$ cat config.mk
export PLATFORM = sky130hd
export DESIGN_NAME = alu_req_scheduler_flat
export DESIGN_NICKNAME = d
export VERILOG_FILES = /design/src/rtl/alu_pkg.sv /design/src/rtl/alu_req_scheduler_if.sv /design/src/rtl/rr_arbiter.sv /design/src/rtl/alu_req_scheduler.sv /design/src/flat_wrapper.sv
export SDC_FILE = /design/constraint.sdc
export NUM_CORES = 1
export LEC_CHECK = 0
export CAP_MARGIN = 20
export CORE_UTILIZATION = 30
export CTS_CLUSTER_SIZE = 16
export DETAILED_ROUTE_END_ITERATION = 10
export HOLD_SLACK_MARGIN = 0.03
export PLACE_DENSITY = 0.76
export SETUP_SLACK_MARGIN = 0.1
export SLEW_MARGIN = 20
export SYNTH_ARGS = -nofsm -noshare
export SYNTH_HDL_FRONTEND = slang
export SYNTH_SLANG_ARGS = --single-unit
export TNS_END_PERCENT = 30
$ cat constraint.sdc
create_clock -name clk -period 4.15 [get_ports clk]
set_clock_uncertainty 0.15 [all_clocks]
set_input_delay 0.6225 -clock clk [delete_from_list [all_inputs] [get_ports clk]]
set_output_delay 0.6225 -clock clk [all_outputs]
set_load 0.01 [all_outputs]
$ cat src/rtl/alu_pkg.sv
// Shared types for the ALU subsystem: opcode and scheduler state encodings,
// request payload struct, and the arithmetic-opcode helper.
package alu_pkg;

  localparam int unsigned DATA_W = 8;
  localparam int unsigned OP_W   = 3;

  typedef enum logic [OP_W-1:0] {
    ALU_ADD = 3'b000,
    ALU_SUB = 3'b001,
    ALU_AND = 3'b010,
    ALU_OR  = 3'b011,
    ALU_XOR = 3'b100,
    ALU_NOT = 3'b101,
    ALU_SLL = 3'b110,
    ALU_SRL = 3'b111
  } alu_op_e;

  typedef enum logic [1:0] {
    IDLE,
    ISSUE,
    CAPT,
    RESP
  } sched_state_e;

  // One requester's operation payload
  typedef struct packed {
    logic [DATA_W-1:0] a;
    logic [DATA_W-1:0] b;
    alu_op_e           op;
  } alu_req_t;

  // Only ADD/SUB produce a meaningful carry
  function automatic logic is_arith(input alu_op_e op);
    return (op == ALU_ADD) || (op == ALU_SUB);
  endfunction

endpackage

$ cat src/rtl/alu_req_scheduler_if.sv
// Request/response channels between the requester clients and the scheduler.
//   req_valid/req_ready : per-requester handshake (ready is one-hot or zero)
//   req_a/req_b/req_op  : packed payloads, requester i at [8i+7:8i] / [3i+2:3i]
//   rsp_*               : single valid/ready response channel tagged with rsp_id
// master = requester side, slave = scheduler side.
interface alu_req_scheduler_if #(
  parameter int unsigned NUM_REQ = 4,
  parameter int unsigned ID_W    = $clog2(NUM_REQ)
);

  logic [NUM_REQ-1:0]   req_valid;
  logic [NUM_REQ-1:0]   req_ready;
  logic [NUM_REQ*8-1:0] req_a;
  logic [NUM_REQ*8-1:0] req_b;
  logic [NUM_REQ*3-1:0] req_op;

  logic                 rsp_valid;
  logic                 rsp_ready;
  logic [ID_W-1:0]      rsp_id;
  logic [7:0]           rsp_result;
  logic                 rsp_carry;

  modport master (
    output req_valid, req_a, req_b, req_op, rsp_ready,
    input  req_ready, rsp_valid, rsp_id, rsp_result, rsp_carry
  );

  modport slave (
    input  req_valid, req_a, req_b, req_op, rsp_ready,
    output req_ready, rsp_valid, rsp_id, rsp_result, rsp_carry
  );

endinterface

$ cat src/rtl/rr_arbiter.sv
// Combinational round-robin arbiter: first asserted req at or after rr_ptr,
// ascending with wrap.
//   req         : request vector
//   rr_ptr      : highest-priority index
//   grant_valid : any request present
//   grant_id    : index of winner
//   grant       : one-hot of winner (zero when none)
module rr_arbiter #(
  parameter int unsigned NUM_REQ = 4,
  parameter int unsigned ID_W    = $clog2(NUM_REQ)
) (
  input  logic [NUM_REQ-1:0] req,
  input  logic [ID_W-1:0]    rr_ptr,
  output logic               grant_valid,
  output logic [ID_W-1:0]    grant_id,
  output logic [NUM_REQ-1:0] grant
);

  int unsigned idx;

  // Scan farthest-to-nearest so the nearest hit to rr_ptr is the last write
  always_comb begin
    grant_valid = 1'b0;
    grant_id    = '0;
    grant       = '0;
    idx         = 0;
    for (int unsigned k = NUM_REQ; k > 0; k--) begin
      idx = (32'(rr_ptr) + k - 32'd1) % NUM_REQ;
      if (req[ID_W'(idx)]) begin
        grant_valid = 1'b1;
        grant_id    = ID_W'(idx);
      end
    end
    if (grant_valid) grant[grant_id] = 1'b1;
  end

endmodule

$ cat src/rtl/alu_req_scheduler.sv
// Shares one registered 8-bit ALU among NUM_REQ requesters with round-robin
// arbitration; returns each result on a tagged valid/ready response channel.
//   clk, rst   : clock, synchronous active-high reset
//   bus        : request/response channels (slave side)
//   alu_a/b    : operands to the ALU, alu_opcode : opcode to the ALU
//   alu_result : ALU registered result, alu_carry : ALU registered carry
//   busy       : high whenever an operation is in flight
module alu_req_scheduler
  import alu_pkg::*;
#(
  parameter int unsigned NUM_REQ = 4,
  parameter int unsigned ID_W    = $clog2(NUM_REQ)
) (
  input  logic                clk,
  input  logic                rst,
  alu_req_scheduler_if.slave  bus,
  output logic [7:0]          alu_a,
  output logic [7:0]          alu_b,
  output logic [2:0]          alu_opcode,
  input  logic [7:0]          alu_result,
  input  logic                alu_carry,
  output logic                busy
);

  sched_state_e       state_q, state_d;
  logic [ID_W-1:0]    rr_ptr_q;
  logic               grant_valid;
  logic [ID_W-1:0]    grant_id;
  logic [NUM_REQ-1:0] grant;
  alu_req_t           req_pl [NUM_REQ];

  alu_req_t           issue_q;
  logic [ID_W-1:0]    rsp_id_q;
  logic [7:0]         rsp_result_q;
  logic               rsp_carry_q;
  logic               accept_c;
  logic               hs_c;

  // Unpack flat request buses into per-requester payloads
  always_comb begin
    for (int i = 0; i < int'(NUM_REQ); i++) begin
      req_pl[i].a  = bus.req_a[8*i +: 8];
      req_pl[i].b  = bus.req_b[8*i +: 8];
      req_pl[i].op = alu_op_e'(bus.req_op[3*i +: 3]);
    end
  end

  rr_arbiter #(
    .NUM_REQ (NUM_REQ),
    .ID_W    (ID_W)
  ) u_arb (
    .req         (bus.req_valid),
    .rr_ptr      (rr_ptr_q),
    .grant_valid (grant_valid),
    .grant_id    (grant_id),
    .grant       (grant)
  );

  // State register
  always_ff @(posedge clk) begin
    if (rst) state_q <= IDLE;
    else     state_q <= state_d;
  end

  // Next state, grant and handshake strobes
  always_comb begin
    state_d       = state_q;
    bus.req_ready = '0;
    accept_c      = 1'b0;
    hs_c          = 1'b0;
    case (state_q)
      IDLE: begin
        if (grant_valid && !rst) begin
          bus.req_ready = grant;
          accept_c      = 1'b1;
          state_d       = ISSUE;
        end
      end
      ISSUE: state_d = CAPT;
      CAPT:  state_d = RESP;
      RESP: begin
        if (bus.rsp_ready) begin
          hs_c    = 1'b1;
          state_d = IDLE;
        end
      end
      default: state_d = IDLE;
    endcase
  end

  // Datapath: latch winner payload, capture result, advance pointer on handshake
  always_ff @(posedge clk) begin
    if (rst) begin
      issue_q      <= '0;
      rsp_id_q     <= '0;
      rsp_result_q <= '0;
      rsp_carry_q  <= 1'b0;
      rr_ptr_q     <= '0;
    end else begin
      if (accept_c) begin
        issue_q  <= req_pl[grant_id];
        rsp_id_q <= grant_id;
      end
      if (state_q == CAPT) begin
        rsp_result_q <= alu_result;
        // Carry is stale after logical/shift ops; mask it
        rsp_carry_q  <= is_arith(issue_q.op) & alu_carry;
      end
      if (hs_c) begin
        rr_ptr_q <= (rsp_id_q == ID_W'(NUM_REQ - 1)) ? '0 : rsp_id_q + ID_W'(1);
      end
    end
  end

  assign alu_a          = issue_q.a;
  assign alu_b          = issue_q.b;
  assign alu_opcode     = issue_q.op;
  assign bus.rsp_valid  = (state_q == RESP);
  assign bus.rsp_id     = rsp_id_q;
  assign bus.rsp_result = rsp_result_q;
  assign bus.rsp_carry  = rsp_carry_q;
  assign busy           = (state_q != IDLE);

endmodule

$ cat src/flat_wrapper.sv
// flat-port wrapper written by rule: the top's interface ports become plain ports
module alu_req_scheduler_flat import alu_pkg::*;
#(
  parameter int unsigned NUM_REQ = 4,
  parameter int unsigned ID_W    = $clog2(NUM_REQ)
)
  (clk, rst, alu_a, alu_b, alu_opcode, alu_result, alu_carry, busy, bus_req_valid, bus_req_a, bus_req_b, bus_req_op, bus_rsp_ready, bus_req_ready, bus_rsp_valid, bus_rsp_id, bus_rsp_result, bus_rsp_carry);
  alu_req_scheduler_if #(.NUM_REQ(NUM_REQ), .ID_W(ID_W)) bus_i ();
  input  logic clk;
  input  logic rst;
  output logic [7:0] alu_a;
  output logic [7:0] alu_b;
  output logic [2:0] alu_opcode;
  input  logic [7:0] alu_result;
  input  logic alu_carry;
  output logic busy;
  input wire logic [$bits(bus_i.req_valid)-1:0] bus_req_valid;
  input wire logic [$bits(bus_i.req_a)-1:0] bus_req_a;
  input wire logic [$bits(bus_i.req_b)-1:0] bus_req_b;
  input wire logic [$bits(bus_i.req_op)-1:0] bus_req_op;
  input wire logic [$bits(bus_i.rsp_ready)-1:0] bus_rsp_ready;
  output wire logic [$bits(bus_i.req_ready)-1:0] bus_req_ready;
  output wire logic [$bits(bus_i.rsp_valid)-1:0] bus_rsp_valid;
  output wire logic [$bits(bus_i.rsp_id)-1:0] bus_rsp_id;
  output wire logic [$bits(bus_i.rsp_result)-1:0] bus_rsp_result;
  output wire logic [$bits(bus_i.rsp_carry)-1:0] bus_rsp_carry;
  assign bus_i.req_valid = bus_req_valid;
  assign bus_i.req_a = bus_req_a;
  assign bus_i.req_b = bus_req_b;
  assign bus_i.req_op = bus_req_op;
  assign bus_i.rsp_ready = bus_rsp_ready;
  assign bus_req_ready = bus_i.req_ready;
  assign bus_rsp_valid = bus_i.rsp_valid;
  assign bus_rsp_id = bus_i.rsp_id;
  assign bus_rsp_result = bus_i.rsp_result;
  assign bus_rsp_carry = bus_i.rsp_carry;
  alu_req_scheduler #(.NUM_REQ(NUM_REQ), .ID_W(ID_W)) u_core (.clk(clk), .rst(rst), .bus(bus_i), .alu_a(alu_a), .alu_b(alu_b), .alu_opcode(alu_opcode), .alu_result(alu_result), .alu_carry(alu_carry), .busy(busy));
endmodule
==> flow_summary.json <==
{
  "coreArea_mm2": 0.00568,
  "crit_required_ps": 3380,
  "power_frac_clock_pct": 17.8,
  "first_global_vias": 1811,
  "placed_area_mm2": 0.00310,
  "avgRoutedWirePerCell_um": 14.3,
  "antenna_found_initial": 0,
  "sw_frac_of_total_pct": 32.7,
  "synth.avg_cell_area_um2": 9.59,
  "hold_viol_final": 0,
  "cts_made_buffers": 5,
  "cts_max_level": 2,
  "synth_cell_types": 27,
  "pre_cts_ws_ps": 680,
  "ys_seq_elements": 34,
  "cts_buffer_depth": 2,
  "seq_power_share_pct": 35.1,
  "die_area_mm2": 0.00635,
  "rr_worst_depth": 6,
  "whs_ps": 315,
  "die_h_um": 79.7,
  "fin_cells": 386,
  "finalWeightedCongestion": 0.743,
  "path_max_fanout": 17,
  "setup_tns_ps": 0,
  "die_w_um": 79.7,
  "clkSinkCount": 34,
  "rows": 27,
  "cellPowerDensity_mw_per_mm2": 439,
  "hp-class": "reg -> reg",
  "path_clk_slew_ps": 70,
  "reg2reg_slack_ps": 1900,
  "grt_pass1_wl_um": 8320,
  "top_layer_used": "met4",
  "post-route-drc-count": 0,
  "irDropWorstVdd_mv": 0.200,
  "grt_start_max_net_pins": 26,
  "cts-resized-gates": 0,
  "met1Wirelength_um": 2350,
  "numPortBuffers": 127,
  "via_per_inst": 4.94,
  "grt_usage_pct": 16.9,
  "timing.final.crit_share_pct": 83.6,
  "hpwl_um": 4380,
  "dp.cells": 378,
  "rsz0062_at_grt": "no",
  "async_reset_ff_share_pct": 0,
  "gr-total-overflow": 0,
  "post-route-min-period_ps": 3470,
  "crit_type": "in -> out",
  "fin_area_mm2": 0.00320,
  "worstMarginPinSlew_ps": 764,
  "drtIter0Drc": 62,
  "drive_above_1_share_pct": 4.46,
  "clockRootBuffer": "clkbuf_8",
  "wl_um": 5500,
  "ios": 128,
  "tritoncts": "built",
  "ys_warn_count": 0,
  "nets": 409,
  "wl_met2_um": 2590,
  "leakage_nw": 1.20,
  "cp-end-kind": "output pin",
  "postRouteAntennaNets": 0,
  "holdPathStages": 2,
  "slew_headroom_pct": 49.0,
  "syn_inst": 189,
  "fillers": 540,
  "p_int_mw": 0.943,
  "syn_nets": 285,
  "startpoint_type": "input port",
  "cts_setup_buffers": 0,
  "wl_met3_um": 537,
  "combPwrFrac_pct": 47.1,
  "worstSkewPairLatency_ps": 270,
  "outcome": "finished, final reports clean",
  "switchingPower_mw": 0.458,
  "setup_viol_count_final": 0,
  "syn2layout_area_growth_pct": 76.4,
  "drv_slew": 0,
  "fmax_mhz": 288,
  "cap_violations": 0,
  "cp.arrival_ps": 2700,
  "synth_edf_count": 0,
  "initial_core_util_pct": 31.9,
  "synth_ff_type": "dfxtp_1",
  "hold_buffers": 0,
  "synth-seq-area-share_pct": 37.6,
  "timing.final.ws_setup_ps": 681,
  "drt_first_pass_iters": 4,
  "n_antenna_cell": 0,
  "vias": 1908,
  "syn_area_mm2": 0.00181
}
registers in the layout (all words and copies together), names as in the netlist:
register / cells
u_core.alu_a: 8
u_core.alu_b: 8
u_core.alu_opcode: 3
u_core.bus.rsp_carry: 1
u_core.bus.rsp_id: 2
u_core.bus.rsp_result: 8
u_core.rr_ptr_q: 2
u_core.state_q: 2
placed cells by master, fill, tap and decap left out, drive strengths merged:
cell type      netlist  layout
a21oi                6       6
nor2                19      19
and2b                1       1
a221oi               1       1
clkbuf               2       7
nor3                 1       1
inv                  5       5
a211o                1       1
mux2i               48      48
clkinv               0       1
nand2b               4       4
nor3b                1       1
nand3                1       1
a21o                 1       1
ha                   4       4
o32a                 1       1
nand3b               1       1
nor2b                1       1
buf                 11       3
dfxtp               34      34
nand2               24      24
o221ai              19      19
a211oi               1       1
o21ai                2       2
clkdlybuf4s50        0     127
critical path: stages:
cell and delay, ps:
clkdlybuf4s50_1 500, nand2b_1 140, a21oi_1 50, o32a_2 560, nor2_1 230, clkdlybuf4s50_1 580
layer usage:
metal,vias to the layer above,GRT usage (%)
li1,934,-
met1,884,20.0
met2,88,28.9
met3,2,6.06
met4,0,4.36
met5,-,0
cell type report:
type / instances / area, um^2 / area share, %
Tap cell: 72 / 90.1 / 2.82
Sequential cell: 34 / 681 / 21.3
Multi-Input combinational cell: 137 / 1020 / 31.9
Clock inverter: 1 / 5.00 / 0.157
Inverter: 5 / 18.8 / 0.587
Timing Repair Buffer: 130 / 1290 / 40.5
Clock buffer: 7 / 86.3 / 2.70
cell usage after synthesis (2+ instances only):
master	instances	area, um^2
a21oi_1	6	30.0
buf_2	5	25.0
buf_6	5	56.3
clkbuf_1	2	7.51
dfxtp_1	34	681
ha_1	4	50.1
inv_1	5	18.8
mux2i_1	48	480
nand2_1	24	90.1
nand2b_1	3	18.8
nor2_1	18	67.6
o21ai_0	2	10.0
o221ai_1	19	166
cell families (layout without fill, tap and decap cells):
kind of cell / after synthesis / count (layout) / share of synthesized area [%]
AO/OA/AOI/OAI: 32 / 32 / 14.0
adder cells (fa/ha/maj): 4 / 4 / 2.76
buffers and inverters: 18 / 143 / 6.15
flip-flops: 34 / 34 / 37.6
multiplexers: 48 / 48 / 26.5
AND/OR/NAND/NOR: 53 / 53 / 13.0
stage by stage:
step	util, %	power [mW]
2_1_floorplan	-	0.809
3_3_place_gp	54.7	1.15
3_5_place_dp	54.7	1.16
4_1_cts	56.3	1.42
5_1_grt	56.3	1.48
6_report	56.3	1.40
worst paths after layout:
| path | startpoint | end |
|---|---|---|
| hold / removal | u_core.alu_b[4] | u_core.alu_b[4] |
| hold reg to reg | u_core.alu_b[4] | u_core.alu_b[4] |
| setup reg to reg | u_core.rr_ptr_q[0] | u_core.alu_b[0] |
| setup / recovery | bus_req_valid[1] | bus_req_ready[0] |
power by group through the flow:
stage	sequential, mW	clock, mW	combinational [mW]
after floorplan	0.534	0	0.275
after global placement	0.494	0	0.657
after detailed placement	0.497	0	0.666
after CTS	0.492	0.255	0.669
after global routing	0.504	0.267	0.712
final	0.492	0.249	0.660
Note: power is estimated with default switching activity, not from simulation.
==> RTL change: new RTL, config.mk and constraints unchanged <==
Re-encode `sched_state_e` (4 states) as one-hot, 4 bits wide.
--- a/src/rtl/alu_pkg.sv
+++ b/src/rtl/alu_pkg.sv
@@ -16,11 +16,11 @@
     ALU_SRL = 3'b111
   } alu_op_e;
 
-  typedef enum logic [1:0] {
-    IDLE,
-    ISSUE,
-    CAPT,
-    RESP
+  typedef enum logic [3:0] {
+    IDLE  = 4'b0001,
+    ISSUE = 4'b0010,
+    CAPT  = 4'b0100,
+    RESP  = 4'b1000
   } sched_state_e;
 
   // One requester's operation payload
Check against the original RTL: same outputs for any inputs over 4 cycles, from zero or initial values and one cycle with rst high; so few cycles prove little.
==> RTL change against the original RTL <==
Setup slack gained 3.6 ps. Power decreased by 16%. Design area grew 6.1%. Critical endpoint is now bus_req_ready[1]. Critical path depth rose by 1. Synthesized area is 10% higher. Sequential cell count is 2 higher. Wire length grew 2.1%. Register-to-register slack better by 90 ps. Clock power increased by 3%.
==> RTL change: results (changes against the original RTL) <==
\begin{tabular}{lr}
\hline
Metric & Value \\
\hline
\multicolumn{2}{l}{\textbf{Routing}} \\
\quad Aggregate routed wire length & 5620 um (+2.1\%) \\
\quad Length of the first detailed-routing pass in iterations & 2 (-2) \\
\quad Count of routing violations after the opening detailed-route iteration & 52 (-16\%) \\
\multicolumn{2}{l}{\textbf{CTS}} \\
\quad Clk\_lat worst skew & 290 ps (+20 ps) \\
\multicolumn{2}{l}{\textbf{Synthesis}} \\
\quad Mean instance size in the synthesized netlist & 9.66 sq um (+0.76\%) \\
\quad Part of the Yosys area used for sequential elements & 36.0\% (-1.5 points) \\
\quad Most frequent cells after synthesis & sky130\_fd\_sc\_hd\_\_mux2i\_1, sky130\_fd\_sc\_hd\_\_nand2\_1, sky130\_fd\_sc\_hd\_\_dfxtp\_1 \\
\quad Adder-cell share of the synthesized area & 0.626\% (-2.1 points) \\
\quad Post-Synth XOR/XNOR Area & 0.438\% (+0.44 points) \\
\quad Proportion of synthesized area in mux cells & 20.0\% (-6.5 points) \\
\quad Synth top area cells & sky130\_fd\_sc\_hd\_\_dfxtp\_1, sky130\_fd\_sc\_hd\_\_mux2i\_1, sky130\_fd\_sc\_hd\_\_o221ai\_2 \\
\quad Count of distinct cell types in the synthesized netlist & 31 (+15\%) \\
\multicolumn{2}{l}{\textbf{Global route}} \\
\quad Gr usage total & 15.9\% (-1.1 points) \\
\quad First-pass GRT wire length & 9050 um (+8.8\%) \\
\quad Largest net degree at the start of global routing & 40 (+54\%) \\
\multicolumn{2}{l}{\textbf{Placed design}} \\
\quad Worst slack at placement & 603 ps (-77.0 ps) \\
\quad HPWL after detailed placement & 4350 um (-0.73\%) \\
\quad Weighted congestion at the end of routability-driven global placement & 0.760 (+2.3\%) \\
\quad Cell Count Post-Placement & 400 (+5.8\%) \\
\multicolumn{2}{l}{\textbf{STA}} \\
\quad Slew at the pin closest to its max-slew limit & 886 ps (+122 ps) \\
\quad Setup total negative slack & 0 ps (unchanged) \\
\multicolumn{2}{l}{\textbf{Final layout}} \\
\quad Non-filler cells, final & 408 (+5.7\%) \\
\multicolumn{2}{l}{\textbf{Status}} \\
\quad Result of the run & completed \\
\multicolumn{2}{l}{\textbf{Worst setup path}} \\
\quad Stage delay of the slowest cell on the critical path & 540 ps (-40 ps) \\
\multicolumn{2}{l}{\textbf{Power}} \\
\quad Static leakage & 1.17 nW (-2.5\%) \\
\hline
\end{tabular}
-- RTL change: cell types whose count changed after synthesis, sizes merged, moves of 3 or more --
cell   unedited run  this run
a21oi             6        13
nor3              1         5
inv               5         1
ha                4         1
nand2            24        41
mux2i            48        40
nor2             19        11
-- RTL change: final cells by class --
| type | instances | area [sq um] |
|---|---|---|
| flip-flops and latches | 36 | 721 |
| clock buffers | 5 | 68.8 |
| inverters | 1 | 3.75 |
| repair buffers | 131 | 1300 |
| multi-input cells | 155 | 1170 |
| clock inverters | 3 | 23.8 |
| well taps | 77 | 96.3 |
| fillers | 618 | 3000 |
-- RTL change: path summary, 6_finish.rpt --
check	from	end	slack, ps	cells after the start
worst max register to register	u_core.rr_ptr_q[0]	u_core.alu_a[0]	1990	6
worst max-delay path	bus_req_valid[0]	bus_req_ready[1]	680	7
worst min-delay path	u_core.bus.rsp_carry	u_core.bus.rsp_carry	310	2
worst min register to register	u_core.bus.rsp_carry	u_core.bus.rsp_carry	310	2
-- RTL change: cell families (layout without fill, tap and decap cells) --
kind of cell,count (synthesis),after routing
muxes,40,40
adders and majority gates,1,1
DFF,36,36
buffers and inverters,16,140
AOI/OAI and AO/OA,38,38
and+or+nand+nor,75,75
xor gates and xnor gates,1,1
-- RTL change: power by group --
| group | internal, mW | switching [mW] |
|---|---|---|
| sequential | 0.406 | 0.0452 |
| clock | 0.119 | 0.137 |
| combinational | 0.275 | 0.197 |
-- RTL change: worst min-delay path, cell delays in order (launching register included) --
cell                      delay, ps
sky130_fd_sc_hd__dfxtp_1        320
sky130_fd_sc_hd__nand2_1         50
sky130_fd_sc_hd__a21oi_1         50
-- RTL change: stage by stage --
stage / instance area (sq um) / hold WS [ps] / util (%)
2_1_floorplan: 2000 / 290 / -
3_3_place_gp: 3300 / 289 / 51.6
3_5_place_dp: 3300 / 296 / 51.6
4_1_cts: 3390 / 308 / 53.1
5_1_grt: 3390 / 324 / 53.1
6_report: 3390 / 306 / 53.1
-- RTL change: layer usage --
metal	wire, um	track usage, %	up-vias
met5	0	0	-
met4	91	4.78	0
met3	498	5.74	11
met2	2670	27.2	82
met1	2370	18.4	894
li1	-	-	995
